### src/rtl/led_sequencer.sv
// Multi-mode bringup LED driver: off / rotating spinner / blink / PWM breathe,
// all paced by one shared prescaler whose tick is also exported.
module led_sequencer #(
   parameter int                  NUM_LEDS     = 8,
   parameter int                  PRESCALE     = 1200000,
   parameter logic [NUM_LEDS-1:0] INIT_PATTERN = 8'b00111011,
   parameter int                  PWM_BITS     = 4
) (
   input  logic                clk,
   input  logic                reset,
   input  logic [1:0]          mode,
   input  logic                dir,
   input  logic                pause,
   input  logic                load_valid,
   input  logic [NUM_LEDS-1:0] load_data,
   output logic [NUM_LEDS-1:0] leds,
   output logic                tick
);

   typedef enum logic [1:0] {
      MODE_OFF     = 2'd0,
      MODE_ROTATE  = 2'd1,
      MODE_BLINK   = 2'd2,
      MODE_BREATHE = 2'd3
   } mode_t;

   localparam int                 CNT_W     = $clog2(PRESCALE);
   localparam logic [CNT_W-1:0]    CNT_LAST  = CNT_W'(PRESCALE - 1);
   localparam logic [PWM_BITS-1:0] LEVEL_MAX = '1;

   logic [CNT_W-1:0]    prescale_cnt;
   logic [NUM_LEDS-1:0] pattern;
   logic                phase;
   logic                level_up;
   logic [PWM_BITS-1:0] level;
   logic [PWM_BITS-1:0] pwm_cnt;
   logic                tick_int;
   mode_t               mode_sel;

   assign mode_sel = mode_t'(mode);
   assign tick_int = (prescale_cnt == CNT_LAST) && !pause;

   // Triangle step: returns {next level_up, next level}, bouncing off both ends.
   function automatic logic [PWM_BITS:0] breathe_step(input logic [PWM_BITS-1:0] lvl,
                                                      input logic up);
      if (up) begin
         if (lvl == LEVEL_MAX) return {1'b0, LEVEL_MAX - 1'b1};
         return {1'b1, lvl + 1'b1};
      end
      if (lvl == '0) return {1'b1, PWM_BITS'(1)};
      return {1'b0, lvl - 1'b1};
   endfunction

   always_ff @(posedge clk) begin
      if (reset) begin
         prescale_cnt <= '0;
         pattern      <= INIT_PATTERN;
         phase        <= 1'b0;
         level        <= '0;
         level_up     <= 1'b1;
         pwm_cnt      <= '0;
         leds         <= '0;
         tick         <= 1'b0;
      end else begin
         tick    <= tick_int;
         pwm_cnt <= pwm_cnt + 1'b1;

         if (!pause)
            prescale_cnt <= (prescale_cnt == CNT_LAST) ? '0 : prescale_cnt + 1'b1;

         // A load always beats a rotate landing on the same tick.
         if (load_valid)
            pattern <= load_data;
         else if (tick_int && mode_sel == MODE_ROTATE)
            pattern <= dir ? {pattern[NUM_LEDS-2:0], pattern[NUM_LEDS-1]}
                           : {pattern[0], pattern[NUM_LEDS-1:1]};

         if (tick_int && mode_sel == MODE_BLINK)
            phase <= !phase;

         if (tick_int && mode_sel == MODE_BREATHE)
            {level_up, level} <= breathe_step(level, level_up);

         // ---- output stage: leds reflect state as it stood before this edge ----
         unique case (mode_sel)
            MODE_OFF:     leds <= '0;
            MODE_ROTATE:  leds <= pattern;
            MODE_BLINK:   leds <= phase ? pattern : '0;
            MODE_BREATHE: leds <= pattern & {NUM_LEDS{pwm_cnt < level}};
            default:      leds <= '0;
         endcase
      end
   end

endmodule

### config.mk
export PLATFORM = sky130hd
export DESIGN_NAME = led_sequencer
export DESIGN_NICKNAME = d
export VERILOG_FILES = /design/src/rtl/led_sequencer.sv
export SDC_FILE = /design/constraint.sdc
export NUM_CORES = 1
export LEC_CHECK = 0
export BUFFER_PORTS_ARGS = -buffer_cell sky130_fd_sc_hd__buf_4
export CORE_MARGIN = 5
export CORE_UTILIZATION = 54
export DETAILED_ROUTE_END_ITERATION = 10
export PLACE_DENSITY = 0.77
export SETUP_SLACK_MARGIN = 0.4
export SYNTH_ARGS = -nofsm -noshare
export SYNTH_HDL_FRONTEND = slang
export SYNTH_SLANG_ARGS = --single-unit
### constraint.sdc
create_clock -name clk -period 4.6 [get_ports clk]
set_input_delay 0.23 -clock clk [delete_from_list [all_inputs] [get_ports clk]]
set_output_delay 0.23 -clock clk [all_outputs]
set_load 0.005 [all_outputs]
# Yosys cells after proc, flatten, opt, wreduce, memory -nomap -nowiden
# Index checks and enable logic that the tools add are counted.
word_totals:
  register_bits: 48
  word_cells: 51
  out_inout_bits: 9
  input_bits: 15
classes:
  add_sub_neg: 4
  reduce_logical: 9
  n_eq_ne: 5
  bitwise: 1
  n_mux: 23
  n_lt_le_gt_ge: 1
ops:
  columns: ["op", "count"]
  rows:
  - ["$mux 8", 4]
  - ["$pmux 8 s4", 1]
  - ["$mux 5", 6]
  - ["$add 21x1->21 const B", 1]
  - ["$eq 21x21->1 const B", 1]
  - ["$mux 21", 1]
  - ["$mux 1", 11]
  - ["$add 4x1->4 const B", 2]
  - ["$and 8x8->8", 1]
  - ["$eq 2x2->1 const B", 2]
  - ["$eq 4x4->1 const B", 1]
  - ["$logic_and 1x1->1", 4]
  - ["$logic_not 4->1", 1]
  - ["$lt 4x4->1", 1]
  - ["$sub 4x1->4 const B", 1]
  - ["$eq 2x1->1 const B", 1]
  - ["$logic_not 1->1", 2]
  - ["$logic_not 2->1", 1]
  - ["$reduce_bool 2->1", 1]

# Longest topological paths before layout
# Gate-level depths: netlist of run 1.
logic_depth:
  ltp_word: 10
  ltp_mapped: 8
  mapped_depth_nobuf: 6

# Worst setup path after synthesis of run 1
# Ideal clock, no wire load.
synth_timing:
  path_kind: "register to register"
  startpoint: "reg prescale_cnt[0]"
  endpoint: "reg prescale_cnt[0]"
  synth_period_minus_slack_ns: 1.766
  required_time_ns: 4.483
  n_path_buf: 2
  path_slack_ns: 2.834
  path_stages_with_launch: 8
  arrival_ns: 1.648
  setup_ns: 0.117
  cell_sequence: "dfxtp_1 > ha_1 > and4b_1 > buf_2 > nand4_1 > o21bai_2 > buf_2 > nor2_1"
synth_between:
  elab_chain_cells: 2
  elab_cells_between_ends: 3
  classes_between: "add/sub (1); eq/ne (1); mux (1)"
synth_lines:
  columns: ["item", "line", "source"]
  rows:
  - ["from (decl)", "31", "logic [CNT_W-1:0] prescale_cnt;"]
  - ["from (signal assigned)", "69", "prescale_cnt <= (prescale_cnt == CNT_LAST) ? '0 : prescale_cnt + 1'b1;"]
  - ["$add 21x1->21 / $eq 21x21->1 (equally long branches)", "69", null]
  - ["$mux 21 *", "69", null]
# Every way passes the cells marked *; elsewhere a longest branch is shown, timed or not.
# A chain may end at the register's enable or synchronous reset.

# Final worst setup path of run 1
layout_timing:
  startpoint: "reg prescale_cnt[0]"
  endpoint: "reg pattern[6]"
layout_between:
  elab_chain_cells: 4
layout_lines:
  columns: ["item", "line", "source"]
  rows:
  - ["$eq 21x21->1", "41", "assign tick_int = (prescale_cnt == CNT_LAST) && !pause;"]
  - ["$logic_and 1x1->1", "41", null]
  - ["$logic_and 1x1->1", "74", "else if (tick_int && mode_sel == MODE_ROTATE)"]
  - ["$reduce_bool 2->1 (no line)", null, null]
  - ["to (signal assigned)", "73", "pattern <= load_data;"]
  - ["to (signal assigned)", "75", "pattern <= dir ? {pattern[NUM_LEDS-2:0], pattern[NUM_LEDS-1]}"]
  - ["to (decl)", "32", "logic [NUM_LEDS-1:0] pattern;"]
# No other way between the ends.

==> results.sh, run 1 <==
export IMPL_outcome="completed"
export IMPL_max_slew_margin_rel=0.489
export IMPL_critPathArrivalTime_ns=2.57
export IMPL_hold_path_class="input port to register"
export IMPL_cts_sinks=48
export IMPL_crit_reg2reg_launch="prescale_cnt[0]"
export IMPL_postRouteWirelength_um=5260
export IMPL_setup_worst_path_end_class="register"
export IMPL_drt_pre_antenna_iters=4
export IMPL_num_nets_final=322
export IMPL_gp_congestion=0.796
export IMPL_yosysMostFrequentCell="sky130_fd_sc_hd__dfxtp_1"
export IMPL_drc=0
export IMPL_report_final_slew_viol_count=0
export IMPL_final_hold_violation_count=0
export IMPL_wire_length_of_the_first_global_routing_pass_um=9150
export IMPL_cts_inserted_buffers=5
export IMPL_final_layout_size_suffix_gt1_frac=0.157
export IMPL_critPathLaunchType="register"
export IMPL_largest_net_degree_at_the_start_of_global_routing=38
export IMPL_final_setup_tns_ns=0
export IMPL_overall_routing_resource_usage=0.180
export IMPL_first_global_vias=2033
export IMPL_post_synth_top_area_cell="sky130_fd_sc_hd__dfxtp_1"
export IMPL_synth_seq_area_share=0.380
export IMPL_max_clock_path_buffers=2
export IMPL_synth_seq_cells=48
export IMPL_cts_resized=0
export IMPL_timing_fmax_mhz=412
export IMPL_synth_edff_count=0
export IMPL_global_route_overflow_total=0
export IMPL_rsz_0062_raised_after_global_routing="false"
export IMPL_yosysUniqueCellTypes=47
export IMPL_cp_max_fo=16
export IMPL_synth_compound_area_share=0.172
export IMPL_synth_simple_area_share=0.266
export IMPL_synthArstFlopShare=0
export IMPL_vdd_ir_drop_worst_mv=0.188
export IMPL_critical_path_startpoint="prescale_cnt[0]"
export IMPL_detailedRoute_firstIterationViolations=209
export IMPL_synthesis_instances=283
export IMPL_row_count=25
export IMPL_dominantRegCellSynth="sky130_fd_sc_hd__dfxtp_1"
export IMPL_synth_nets=306
export IMPL_reg2reg_to="pattern[6]"
export IMPL_ios=24
export IMPL_synth_warnings=0
export IMPL_power_per_cell_area_nw_per_um2=271
export IMPL_worst_slew_pin_slew_ns=0.766
export IMPL_post_cts_setup_buffers=0
export IMPL_insertedDiodeCount=0
export IMPL_port_buffers=23
export IMPL_layout_area_overhead_pct=10.8
export IMPL_synth_top_family_by_area="simple AND/OR/NAND/NOR gates"
export IMPL_detailroute_via_count=2129
export IMPL_cts_htree_levels=2
export IMPL_critPathCapture="pattern[6]"
export IMPL_final_antenna_net_count=0
export IMPL_detailedPlacementHpwl_um=3780
export IMPL_route_detailed_vias_per_inst=6.01
export IMPL_fill_cells=403
export IMPL_timing_final_setup_violations=0
export IMPL_synth_top_cells_by_count="48 x sky130_fd_sc_hd__dfxtp_1, 24 x sky130_fd_sc_hd__nor2_1, 22 x sky130_fd_sc_hd__nand3_1"
export IMPL_clock_transition_at_path_regs_ns=0.09
export IMPL_placed_cells=346
export IMPL_cts_root_buffer_cell="sky130_fd_sc_hd__clkbuf_8"
export IMPL_initial_core_util=0.546
export IMPL_worst_ep_required_time_ns=4.75
export IMPL_timing_reg2reg_worst_path_depth=5
export IMPL_synth_fa_ha_area_frac=0.0396
export IMPL_initial_antenna_violation_count=0
export IMPL_worst_skew_pair_late_latency_ns=0.29
export IMPL_die_width_um=78.4
export IMPL_layoutNonFillerInstCount=354
export IMPL_post_route_min_period_ns=2.42
export IMPL_yosys_top_cells_area="sky130_fd_sc_hd__dfxtp_1 38%, sky130_fd_sc_hd__mux2i_1 4.7%, sky130_fd_sc_hd__nand3_1 4.4%"
export IMPL_die_y_um=78.4
export IMPL_p_leak_nw=1.08
export IMPL_syn_mean_instance_area_sq_um=8.94
export IMPL_timing_final_crit_share=0.527
export IMPL_hold_buffers=0
export IMPL_die_area_sq_um=6150
export IMPL_mappedNetlistArea_sq_um=2530
export IMPL_drv_max_cap_violation_count=0
export IMPL_synthDominantCellAreaShare=0.380
export IMPL_skew_ns=0.00606
export IMPL_r2r_slack_ns=2.18
export IMPL_yosys_mux_area_fraction=0.0519
export IMPL_core_sq_um=4630
export IMPL_setup_worst_path_class="register to register"
export IMPL_synth_xor_area_frac=0.0450
export IMPL_post_drt_wl_per_cell_um=14.8
export IMPL_tritoncts="done"
## cell type report
class                           count  area, sq um  area share
Multi-Input combinational cell    206         1450       0.518
Sequential cell                    48          961       0.343
Timing Repair Buffer               23          173      0.0616
Clock buffer                        7         86.3      0.0308
Tap cell                           54         67.6      0.0241
Inverter                           15         56.3      0.0201
Clock inverter                      1         7.51     0.00268
## through the flow
step / instance area [sq um] / power (W) / util / hold slack (ns) / worst slack [ns]
final: 2800 / 0.000760 / 0.606 / 0.159 / 2.18
after global routing: 2800 / 0.000796 / 0.606 / 0.157 / 1.94
after CTS: 2800 / 0.000768 / 0.606 / 0.157 / 2.21
after detailed placement: 2710 / 0.000512 / 0.585 / 0.459 / 2.24
after global placement: 2710 / 0.000510 / 0.585 / 0.447 / 2.31
after floorplan: 2530 / 0.000487 / - / 0.375 / 2.83
## registers in the layout, summed over array words and instances, names as in the netlist
| signal | cells |
|---|---|
| prescale_cnt | 21 |
| leds | 8 |
| pattern | 8 |
| level | 4 |
| pwm_cnt | 4 |
| level_up | 1 |
| phase | 1 |
| tick | 1 |
## metal layers
| layer | share of wire | track usage | up-vias |
|---|---|---|---|
| met5 | 0 | 0 | - |
| met3 | 0.039 | 0.0378 | 2 |
| met2 | 0.50 | 0.318 | 46 |
| met1 | 0.45 | 0.226 | 1015 |
| met4 | 0.0046 | 0.0350 | 0 |
| li1 | - | - | 1066 |
## how the worst min path moves through the flow
stage                 start         endpoint  slack [ns]  cells after the start
3_5_place_dp     pwm_cnt[0]       pwm_cnt[0]        0.46                      1
5_1_grt        load_data[3]       pattern[3]        0.16                      3
3_3_place_gp     pwm_cnt[0]       pwm_cnt[0]        0.45                      1
4_1_cts        load_data[3]       pattern[3]        0.16                      3
2_1_floorplan         pause  prescale_cnt[0]        0.37                      2
6_report       load_data[3]       pattern[3]        0.16                      3
## worst max-delay path: stages, from the launching register on
cell                       delay [ns]
sky130_fd_sc_hd__dfxtp_1         0.37
sky130_fd_sc_hd__ha_1            0.26
sky130_fd_sc_hd__and4b_1         0.32
sky130_fd_sc_hd__and3_1          0.52
sky130_fd_sc_hd__and2_0          0.59
sky130_fd_sc_hd__o221ai_1        0.22
## logic make-up after synthesis
| family | count (synthesis) |
|---|---|
| xor gates and xnor gates | 13 |
| adders and majority gates | 8 |
| buffers and inverters | 29 |
| muxes | 13 |
| AOI/OAI and AO/OA | 59 |
| DFF | 48 |
| and+or+nand+nor | 113 |
## power by group
part | switching (W) | internal [W]
Clock | 0.000136 | 0.000122
Combinational | 0.0000349 | 0.0000315
Sequential | 0.00000831 | 0.000428
Total | 0.000179 | 0.000581
## cells in the final DEF (no fill, tap or decap), types with 4 or more instances in the layout
cell                       instances
sky130_fd_sc_hd__a211oi_1         10
sky130_fd_sc_hd__nand2_1          11
sky130_fd_sc_hd__nor2b_1           5
sky130_fd_sc_hd__inv_1            15
sky130_fd_sc_hd__nor3_1            6
sky130_fd_sc_hd__dfxtp_1          48
sky130_fd_sc_hd__mux2i_1          12
sky130_fd_sc_hd__a21oi_1          18
sky130_fd_sc_hd__xor2_1           10
sky130_fd_sc_hd__nor2_1           24
sky130_fd_sc_hd__o31ai_1           8
sky130_fd_sc_hd__o311ai_2          5
sky130_fd_sc_hd__buf_4            23
sky130_fd_sc_hd__nand2b_1          4
sky130_fd_sc_hd__or3_1             6
sky130_fd_sc_hd__ha_1              8
sky130_fd_sc_hd__o21ai_0           5
sky130_fd_sc_hd__clkbuf_8          6
sky130_fd_sc_hd__nand3_1          22
sky130_fd_sc_hd__nand4_1           6
(Power assumes the default switching activity.)
==> inputs of run 2 (changes only) <==
==> constraint.sdc (replaced) <==
create_clock -name clk -period 2.4 [get_ports clk]
set_input_delay 0.12 -clock clk [delete_from_list [all_inputs] [get_ports clk]]
set_output_delay 0.12 -clock clk [all_outputs]
set_load 0.005 [all_outputs]
==> run 2 against run 1 <==
Against the previous run: sequential power increased by 92%; critical endpoint unchanged; flip-flop and latch count stayed put; fmax increased by 32%; wire length increased by 1.2%; power is 92% higher; clock-buffer cell count is the same; first-iteration DRC count down 18%; hold slack lost 0.11 ns.
==> results.sh, run 2 (same netlist as run 1, synthesis figures left out) <==
export IMPL_insertedDiodeCount=0
export IMPL_drv_max_cap_violation_count=0
export IMPL_critical_path_buffer_and_inverter_count=1
export IMPL_initial_antenna_violation_count=0
export IMPL_worst_ep_required_time_ns=2.57
export IMPL_timing_fmax_mhz=544
export IMPL_detailedRoute_firstIterationViolations=172
export IMPL_hold_path_class="input port to register"
export IMPL_num_nets_final=327
export IMPL_report_final_slew_viol_count=0
export IMPL_final_layout_size_suffix_gt1_frac=0.177
export IMPL_final_setup_tns_ns=0
export IMPL_largest_register_ffs=21
export IMPL_timing_final_setup_violations=0
export IMPL_timing_final_crit_share=0.766
export IMPL_max_clock_path_buffers=2
export IMPL_setup_worst_path_end_class="register"
export IMPL_wire_length_of_the_first_global_routing_pass_um=9090
export IMPL_gp_congestion=0.792
export IMPL_layoutNonFillerInstCount=359
export IMPL_worst_skew_pair_late_latency_ns=0.30
export IMPL_die_width_um=78.4
export IMPL_final_antenna_net_count=0
export IMPL_clock_transition_at_path_regs_ns=0.09
export IMPL_first_global_vias=2033
export IMPL_tritoncts="done"
export IMPL_cts_root_buffer_cell="sky130_fd_sc_hd__clkbuf_8"
export IMPL_cts_sinks=48
export IMPL_rsz_0062_raised_after_global_routing="false"
export IMPL_cts_htree_levels=2
export IMPL_max_stage_delay_ns=0.38
export IMPL_cts_inserted_buffers=5
export IMPL_port_buffers=23
export IMPL_p_leak_nw=1.11
export IMPL_cpLargestDelayFamily="simple AND/OR/NAND/NOR gates"
export IMPL_hold_depth=3
export IMPL_post_route_min_period_ns=1.84
export IMPL_initial_core_util=0.546
export IMPL_reg_top3="prescale_cnt: 21 flops, leds: 8 flops, pattern: 8 flops"
export IMPL_outcome="completed"
export IMPL_layout_area_overhead_pct=12.4
export IMPL_postLayoutCoreUtil=0.614
export IMPL_detailroute_via_count=2177
export IMPL_power_per_cell_area_nw_per_um2=514
export IMPL_worst_path_max_delay_cell="sky130_fd_sc_hd__dfxtp_1"
export IMPL_route_detailed_vias_per_inst=6.06
export IMPL_placed_cells=350
export IMPL_overall_routing_resource_usage=0.182
export IMPL_row_count=25
export IMPL_vdd_ir_drop_worst_mv=0.294
export IMPL_post_drt_wl_per_cell_um=14.8
export IMPL_cp_max_fo=9
export IMPL_max_flop_register="prescale_cnt"
export IMPL_worst_slew_pin_slew_ns=0.684
export IMPL_critical_path_cell_count=6
export IMPL_ios=24
export IMPL_hold_buffers=0
export IMPL_largest_net_degree_at_the_start_of_global_routing=38
export IMPL_die_area_sq_um=6150
export IMPL_critPathArrivalTime_ns=2.01
export IMPL_skew_ns=0.00429
export IMPL_final_hold_violation_count=0
export IMPL_drc=0
export IMPL_layout_common_cells="48 x sky130_fd_sc_hd__dfxtp_1, 28 x sky130_fd_sc_hd__buf_4, 24 x sky130_fd_sc_hd__nor2_1"
export IMPL_max_slew_margin_rel=0.541
export IMPL_layout_cells_most_common="sky130_fd_sc_hd__dfxtp_1"
export IMPL_drt_pre_antenna_iters=4
export IMPL_core_sq_um=4630
export IMPL_timing_reg2reg_worst_path_depth=6
export IMPL_critPathLaunchType="register"
export IMPL_path_cells="ha_1 > and4b_2 > and3_2 > and2_0 > buf_4 > o221ai_1"
export IMPL_global_route_overflow_total=0
export IMPL_die_y_um=78.4
export IMPL_postRouteWirelength_um=5320
export IMPL_detailedPlacementHpwl_um=3820
export IMPL_setup_worst_path_class="register to register"
-- run 2: cell types whose count changed in the layout (fill, tap and decap cells not counted) --
| cell | change |
|---|---|
| sky130_fd_sc_hd__and3_1 | -1 |
| sky130_fd_sc_hd__and3_2 | +1 |
| sky130_fd_sc_hd__and4b_1 | -1 |
| sky130_fd_sc_hd__buf_4 | +5 |
| sky130_fd_sc_hd__and4b_2 | +1 |
-- run 2: metal layers --
layer / GRT usage / part of all wire / up-vias
li1: - / - / 1078
met1: 0.214 / 0.44 / 1039
met2: 0.322 / 0.51 / 51
met3: 0.0321 / 0.035 / 9
met4: 0.0804 / 0.013 / 0
met5: 0 / 0 / -
-- run 2: power breakdown --
group	switching, W	internal (W)	leakage [nW]	total, W
Clock	0.000263	0.000234	0.0445	0.000497
Combinational	0.0000669	0.0000613	0.672	0.000128
Sequential	0.0000160	0.000820	0.391	0.000836
Total	0.000346	0.00112	1.11	0.00146
-- run 2: final timing paths --
| path | to | startpoint | slack [ns] |
|---|---|---|---|
| worst max register to register | pattern[6] | prescale_cnt[0] | 0.56 |
| worst min register to register | pwm_cnt[0] | pwm_cnt[0] | 0.47 |
| worst max-delay path | pattern[6] | prescale_cnt[0] | 0.56 |
| worst min-delay path | pattern[3] | load_data[3] | 0.04 |
-- run 2: through the flow --
step	area, sq um	hold WS (ns)	total power [W]	worst slack, ns
after floorplan	2530	0.265	0.000933	0.634
after global placement	2740	0.354	0.000980	0.579
after detailed placement	2740	0.356	0.000983	0.475
after CTS	2830	0.0421	0.00148	0.467
after global routing	2840	0.0378	0.00153	0.423
final	2840	0.0448	0.00146	0.561
-- run 2: cell type report --
type / count / area [sq um]
multi-input cells: 206 / 1460
clock buffers: 7 / 86.3
fillers: 410 / 1790
clock inverters: 1 / 7.51
repair buffers: 28 / 210
well taps: 54 / 67.6
flip-flops and latches: 48 / 961
inverters: 15 / 56.3
-- run 2: what timing repair did --
item,in CTS,in global routing
setup endpoints to repair,0,10
resized for setup,0,2
buffers inserted,0,1
-- run 2: worst min-delay path, stage by stage --
cell and delay, ns:
sky130_fd_sc_hd__buf_4 0.08, sky130_fd_sc_hd__a21oi_1 0.06, sky130_fd_sc_hd__o311ai_2 0.06
==> inputs of run 3 (changes only) <==
==> constraint.sdc (replaced) <==
create_clock -name clk -period 1.9 [get_ports clk]
set_input_delay 0.095 -clock clk [delete_from_list [all_inputs] [get_ports clk]]
set_output_delay 0.095 -clock clk [all_outputs]
set_load 0.005 [all_outputs]
==> run 3 against run 2 <==
Against the previous run: the flow now finishes with violations (hold timing); clock skew rose by 0.0096 ns; register-to-register slack got worse by 0.35 ns; global-route usage rose by 2.0 points; first-iteration DRC count rose by 12%; critical path depth did not move; critical endpoint is now phase; largest power group unchanged; highest routed layer unchanged.
==> results.sh, run 3 (same netlist as run 1, synthesis figures left out) <==
export IMPL_outcome="finished, violations left"
export IMPL_failed_checks="hold timing"
export IMPL_rsz_0062_raised_after_global_routing="true"
export IMPL_drt_pre_antenna_iters=4
export IMPL_detailedRoute_firstIterationViolations=192
export IMPL_cpLargestDelayFamily="compound AO/OA/AOI/OAI gates"
export IMPL_timing_fmax_mhz=593
export IMPL_cts_sinks=48
export IMPL_num_nets_final=354
export IMPL_worst_skew_pair_late_latency_ns=0.31
export IMPL_vdd_ir_drop_worst_mv=0.341
export IMPL_power_per_cell_area_nw_per_um2=572
export IMPL_final_layout_size_suffix_gt1_frac=0.395
export IMPL_global_route_overflow_total=0
export IMPL_skew_ns=0.0139
export IMPL_worst_ep_required_time_ns=2.10
export IMPL_report_final_slew_viol_count=0
export IMPL_layout_cells_most_common="sky130_fd_sc_hd__buf_4"
export IMPL_setup_worst_path_class="register to register"
export IMPL_insertedDiodeCount=0
export IMPL_initial_core_util=0.546
export IMPL_first_global_vias=2172
export IMPL_max_stage_delay_ns=0.38
export IMPL_detailedPlacementHpwl_um=3830
export IMPL_finalInstanceArea_sq_um=3360
export IMPL_holdWs_ns=-0.00197
export IMPL_critical_path_buffer_and_inverter_count=1
export IMPL_hold_path_class="input port to register"
export IMPL_final_antenna_net_count=0
export IMPL_worst_slew_pin_slew_ns=0.392
export IMPL_clock_transition_at_path_regs_ns=0.10
export IMPL_critPathLaunchType="register"
export IMPL_port_buffers=23
export IMPL_row_count=25
export IMPL_final_setup_tns_ns=0
export IMPL_worst_path_max_delay_cell="sky130_fd_sc_hd__dfxtp_4"
export IMPL_max_clock_path_buffers=2
export IMPL_largest_register_ffs=21
export IMPL_path_cells="ha_4 > and4b_1 > nand4_1 > buf_4 > o31ai_1 > a21oi_2"
export IMPL_drv_max_cap_violation_count=0
export IMPL_drc=0
export IMPL_max_slew_margin_rel=0.736
export IMPL_wire_length_of_the_first_global_routing_pass_um=10100
export IMPL_post_drt_wl_per_cell_um=17.0
export IMPL_tritoncts="done"
export IMPL_placed_area_sq_um=2860
export IMPL_initial_antenna_violation_count=0
export IMPL_largest_net_degree_at_the_start_of_global_routing=38
export IMPL_post_route_min_period_ns=1.69
export IMPL_route_detailed_vias_per_inst=6.11
export IMPL_cts_root_buffer_cell="sky130_fd_sc_hd__clkbuf_8"
export IMPL_layout_area_overhead_pct=32.9
export IMPL_setup_worst_path_end_class="register"
export IMPL_timing_final_setup_violations=0
export IMPL_max_flop_register="prescale_cnt"
export IMPL_detailroute_via_count=2357
export IMPL_overall_routing_resource_usage=0.202
export IMPL_die_y_um=78.4
export IMPL_die_width_um=78.4
export IMPL_critPathArrivalTime_ns=1.89
export IMPL_postRouteWirelength_um=6560
export IMPL_reg_top3="prescale_cnt: 21 flops, leds: 8 flops, pattern: 8 flops"
export IMPL_gp_congestion=0.869
export IMPL_final_hold_violation_count=2
export IMPL_timing_final_crit_share=0.888
export IMPL_p_leak_nw=1.31
export IMPL_cts_htree_levels=2
export IMPL_cts_inserted_buffers=5
export IMPL_layout_common_cells="48 x sky130_fd_sc_hd__buf_4, 27 x sky130_fd_sc_hd__dfxtp_1, 20 x sky130_fd_sc_hd__nor2_1"
export IMPL_ios=24
export IMPL_core_sq_um=4630
export IMPL_cp_max_fo=3
export IMPL_die_area_sq_um=6150
run 3: changes by cell type in the layout (fill, tap and decap cells not counted), moves of 4 or more:
cell	change
sky130_fd_sc_hd__dfxtp_1	-21
sky130_fd_sc_hd__buf_4	+20
sky130_fd_sc_hd__dfxtp_2	+11
sky130_fd_sc_hd__dfxtp_4	+10
sky130_fd_sc_hd__nor2_1	-4
sky130_fd_sc_hd__nor2_2	+4
run 3: final cells by class:
cell class                 instances  area (sq um)
multi-input combinational        206          1650
sequential                        48          1010
clock inverter                     2          13.8
inverter                          15          56.3
fill                             327          1270
tap                               54          67.6
timing repair buffer              55           484
clock buffer                       6          82.6
run 3: path summary, 6_finish.rpt:
| kind | depth (start not counted) | from | endpoint | slack, ns |
|---|---|---|---|---|
| max | 6 | prescale_cnt[1] | phase | 0.21 |
| min | 3 | load_data[1] | pattern[1] | -0.002 |
| max reg2reg | 6 | prescale_cnt[1] | phase | 0.21 |
| min reg2reg | 1 | pwm_cnt[0] | pwm_cnt[0] | 0.46 |
run 3: stage by stage:
step                      utilization  std cells  total power, W  setup WS (ns)
after floorplan                     -        283         0.00118          0.296
after global placement          0.618        354         0.00125          0.248
after detailed placement        0.618        354         0.00125          0.201
after CTS                       0.701        381         0.00192          0.317
after global routing            0.726        386         0.00202          0.141
final                           0.726        386         0.00192          0.213
run 3: tightest hold or removal path, stage by stage:
cell	delay, ns
sky130_fd_sc_hd__buf_4	0.07
sky130_fd_sc_hd__a21oi_1	0.06
sky130_fd_sc_hd__o311ai_2	0.06
run 3: what timing repair did:
action                                  in CTS  in global routing
pin swaps                                    7                  5
resized for setup                           31                 22
hold buffers                                 0                  1
endpoints found under the setup margin      41                 41
setup buffers                               17                  4
hold endpoints to repair                     0                  1
gates cloned                                 2                  0
run 3: power by group:
| group | leakage, nW | total (W) | internal [W] | switching (W) |
|---|---|---|---|---|
| registers | 0.404 | 0.00104 | 0.00102 | 0.0000220 |
| clock network | 0.0477 | 0.000671 | 0.000297 | 0.000374 |
| logic | 0.859 | 0.000209 | 0.000110 | 0.0000988 |
run 3: metal layers:
metal | global-route usage | routed length (um) | part of all wire | vias up
li1 | - | - | - | 1136
met1 | 0.265 | 2910 | 0.44 | 1111
met4 | 0.0420 | 153 | 0.023 | 0
met2 | 0.342 | 3160 | 0.48 | 90
met3 | 0.0424 | 334 | 0.051 | 20
met5 | 0 | 0 | 0 | -
